`src/rtl/mem_port_arbiter.sv`:
```
// mem_port_arbiter: shares one single-port RAM between fetch and data ports with req/res handshakes.
// Define MEM_ARB_ROUND_ROBIN_EN for round-robin conflict resolution; default is fixed data priority.
module mem_port_arbiter #(
  parameter int AW = 8,
  parameter int RAM_LAT = 1
) (
  input  logic          clk,
  input  logic          resetn,
  input  logic          if_req,
  input  logic [AW-1:0] if_addr,
  output logic          if_res,
  output logic [31:0]   if_rdata,
  input  logic          d_req,
  input  logic [AW-1:0] d_addr,
  input  logic [3:0]    d_wen,
  input  logic [31:0]   d_wdata,
  output logic          d_res,
  output logic [31:0]   d_rdata,
  output logic          ram_en,
  output logic [3:0]    ram_wen,
  output logic [AW-1:0] ram_addr,
  output logic [31:0]   ram_wdata,
  input  logic [31:0]   ram_rdata,
  output logic          busy
);
  typedef enum logic [1:0] {IDLE, ISSUE, WAIT, RESP} state_t;
  state_t     state;
  logic       sel_d;
  logic [1:0] cnt;
  logic       pick_d;
`ifdef MEM_ARB_ROUND_ROBIN_EN
  // sel_d holds the last grant, so a conflict goes to the other port
  assign pick_d = d_req & (~if_req | ~sel_d);
`else
  assign pick_d = d_req;
`endif
  always_ff @(posedge clk or negedge resetn) begin
    if (!resetn) begin
      state     <= IDLE;
      sel_d     <= 1'b0;
      cnt       <= '0;
      if_res    <= 1'b0;
      if_rdata  <= '0;
      d_res     <= 1'b0;
      d_rdata   <= '0;
      ram_en    <= 1'b0;
      ram_wen   <= '0;
      ram_addr  <= '0;
      ram_wdata <= '0;
      busy      <= 1'b0;
    end else begin
      case (state)
        IDLE: if (if_req || d_req) begin
          state     <= ISSUE;
          busy      <= 1'b1;
          sel_d     <= pick_d;
          ram_en    <= 1'b1;
          ram_addr  <= pick_d ? d_addr : if_addr;
          ram_wen   <= pick_d ? d_wen : 4'b0000;
          ram_wdata <= pick_d ? d_wdata : ram_wdata;
        end
        ISSUE: begin
          ram_en  <= 1'b0;
          ram_wen <= '0;
          cnt     <= '0;
          if (|ram_wen) begin
            state <= RESP;
            d_res <= 1'b1;
          end else begin
            state <= WAIT;
          end
        end
        WAIT: if (cnt == 2'(RAM_LAT - 1)) begin
          state  <= RESP;
          if_res <= ~sel_d;
          d_res  <= sel_d;
          if (sel_d) d_rdata <= ram_rdata;
          else if_rdata <= ram_rdata;
        end else begin
          cnt <= cnt + 2'd1;
        end
        RESP: begin
          state  <= IDLE;
          busy   <= 1'b0;
          if_res <= 1'b0;
          d_res  <= 1'b0;
        end
        default: state <= IDLE;
      endcase
    end
  end
endmodule
```
`config.mk`:
```
export PLATFORM = sky130hd
export DESIGN_NAME = mem_port_arbiter
export DESIGN_NICKNAME = d
export VERILOG_FILES = /design/src/rtl/mem_port_arbiter.sv
export SDC_FILE = /design/constraint.sdc
export NUM_CORES = 1
export LEC_CHECK = 0
export ABC_AREA = 1
export CORE_MARGIN = 1
export CORE_UTILIZATION = 46
export DETAILED_ROUTE_END_ITERATION = 16
export PLACE_DENSITY = 0.95
export SLEW_MARGIN = 5
export SYNTH_ARGS = -nofsm -noshare
export SYNTH_HDL_FRONTEND = slang
export SYNTH_SLANG_ARGS = --single-unit
export TNS_END_PERCENT = 30
```
`constraint.sdc`:
```
create_clock -name clk -period 2.5 [get_ports clk]
set_input_delay 0.5 -clock clk [delete_from_list [all_inputs] [get_ports clk]]
set_output_delay 0.5 -clock clk [all_outputs]
set_load 0.01 [all_outputs]
```
==> results.py <==
metrics = {
    "clock_tree": {
        "cts_tree": "done",
        "clk_latency_ps": 490,
        "numCtsBuffers": 17,
        "post-cts-setup-buffers": 0,
        "cts_resized": 0,
        "clockBufferDepth": 2,
        "cts_sinks": 117,
        "clk_pin_slew_ps": 60,
        "htreeDepth": 4,
        "ctsRootBufferMaster": "clkbuf_8",
        "hold_buffers": 1,
    },
    "worst_setup_path": {
        "cp_max_fo": 38,
        "crit_required_ps": 2860,
        "r2r_cells": 6,
        "r2r_slack_ps": 460,
        "r2r_start": "state[0]",
        "worstPathArrival_ps": 2390,
        "start_kind": "flop",
        "reg2reg_to": "d_rdata[25]",
        "crit_type": "flop to flop",
        "endpoint_kind": "flop",
    },
    "placed_design": {
        "portBuffers": 199,
        "dpl-instance-area_mm2": 0.00691,
        "dpl.hpwl_um": 9130,
        "gp_congestion": 0.822,
    },
    "grt": {
        "grt_antenna_before_repair": 0,
        "grt.total_usage": 0.249,
        "grt_pass1_vias": 4185,
        "grt_pass1_wl_um": 21000,
        "grt_overflow": 0,
        "grt_max_degree": 45,
    },
    "run": {
        "maxCapViolations": 0,
    },
    "drt": {
        "ant_nets": 0,
        "drc": 0,
        "drtIter0Drc": 164,
        "firstDrtPassIters": 4,
        "viasPerCell": 4.94,
        "vias": 3925,
        "wl_per_cell_um": 16.1,
        "drt_wl_total_um": 12700,
    },
    "sta": {
        "drv_slew": 0,
        "timing.hold.ws_ps": 444,
        "max_clock_freq_mhz": 490,
        "setup_viol": 0,
        "period_share": 0.816,
        "fin_skew_ps": 8.98,
        "max_slew_margin": 0.639,
        "tightest_slew_ps": 540,
        "period_needed_ps": 2040,
        "finalHoldViolCount": 0,
        "setup-tns-final_ps": 0,
        "rsz0062_at_grt": "no",
    },
    "final_layout": {
        "drive_gt1_frac": 0.118,
        "fin_util": 0.755,
        "area_delta_synth_final_pct": 57.2,
        "finalInstanceArea_mm2": 0.00748,
        "fin_nets": 742,
        "diodes": 0,
    },
    "die": {
        "die_h_um": 104,
        "dieWidth_um": 104,
        "rows": 36,
        "ios": 200,
        "dieArea_mm2": 0.0108,
        "core-area_mm2": 0.00991,
        "start_util": 0.480,
    },
    "power_and_ir_drop": {
        "powerDensity_mw_per_mm2": 1350,
        "ir_drop_mv": 0.665,
        "power_uw": 10100,
        "p_leak_uw": 0.00350,
    },
    "synthesis": {
        "synth_compound_area_frac": 0.107,
        "synthXorXnorAreaFrac": 0,
        "syn-cell-area_mm2": 0.00476,
        "synth-seq-cells": 117,
        "synth.area.mux_share": 0.0986,
        "synth_nets": 534,
        "ys_types": 22,
        "avgSynthCellArea_um2": 10.8,
        "synth.yosys.seq_area_share": 0.615,
        "synth_top_family_by_area": "compound AO/OA/AOI/OAI gates",
        "synthSimpleGateAreaFrac": 0.102,
        "synthAdderAreaFrac": 0.0158,
        "synthCells": 440,
        "ys_warn_count": 0,
    },
    "worst_hold_path": {
        "hold_class": "input port to asynchronous set/reset pin",
    },
    "outcome": {
        "status": "finished, final reports clean",
    },
}
## placed cells by master, fill, tap and decap left out
master           instances
clkdlybuf4s50_1        198
dfrtp_1                117
nand2_1                 90
o21ai_0                 84
inv_1                   46
mux2_4                  29
nor2_1                  25
clkbuf_16               16
o21a_1                   8
ha_1                     6
clkinv_2                 5
buf_4                    5
buf_12                   4
mux2_2                   3
o21ai_1                  3
clkinvlp_4               3
nand3_2                  2
nor2_4                   2
nand3_1                  2
clkinv_4                 2
bufinv_16                2
clkbuf_1                 2
inv_2                    1
o21ai_2                  1
nand2_2                  1
a21oi_1                  1
clkbuf_8                 1
inv_6                    1
dlygate4sd3_1            1
## area by class of cell
type / count / area (µm²)
sequential: 117 / 2930
fill: 665 / 2430
timing repair buffer: 208 / 2110
multi-input combinational: 257 / 1540
clock buffer: 19 / 422
inverter: 47 / 176
tap: 133 / 166
clock inverter: 13 / 134
## metal layers
metal	global-route usage	share of wire	wire length (µm)
met4	0.113	0.032	408
met5	0	0	0
met2	0.448	0.53	6760
met1	0.283	0.39	4980
met3	0.0548	0.047	598
## worst max-delay path by stage
stage	startpoint	to	slack, ps	depth (start not counted)
final	state[0]	d_rdata[25]	460	6
after global routing	state[0]	d_rdata[25]	310	5
after CTS	state[0]	d_rdata[25]	450	5
after detailed placement	d_req	ram_addr[5]	450	6
after global placement	d_req	ram_addr[1]	570	6
after floorplan	state[0]	ram_wdata[10]	1020	5
## flip-flops by register name, summed over array words and instances (netlist names)
register and count:
d_res 1, cnt 2, busy 1, ram_wen 4, if_res 1, ram_wdata 32
d_rdata 32, ram_addr 8, state 2, sel_d 1, ram_en 1, if_rdata 32
## critical path: stages, from the launching register on
cell     delay (ps)
dfrtp_1         440
inv_1           110
ha_1            300
nand3_2         470
buf_12          350
nand2_1          90
o21ai_0         120
## synth_stat cells, drive strengths merged
cell	n	share of area
dfrtp	117	0.62
nand2	91	0.072
o21ai	88	0.093
inv	47	0.037
mux2	32	0.099
nor2	27	0.024
buf	11	0.017
clkbuf	8	0.0068
o21a	8	0.013
ha	6	0.016
nand3	4	0.0053
a21oi	1	0.0011
## stage by stage
stage,setup WS (ps),instances
final,461,794
after global routing,307,794
after CTS,448,794
after detailed placement,454,761
after global placement,568,761
after floorplan,1020,440
## cells by family after synthesis
family	Yosys count
and+or+nand+nor	122
DFF	117
AOI/OAI and AO/OA	97
buffers and inverters	66
muxes	32
adders and majority gates	6
## power breakdown
| group | leakage (µW) | switching [µW] | internal (µW) |
|---|---|---|---|
| registers | 0.00141 | 568 | 2830 |
| clock network | 0.000268 | 841 | 1410 |
| logic | 0.00181 | 1930 | 2500 |
| total | 0.00350 | 3340 | 6740 |
Note: power is estimated with default switching activity, not from simulation.
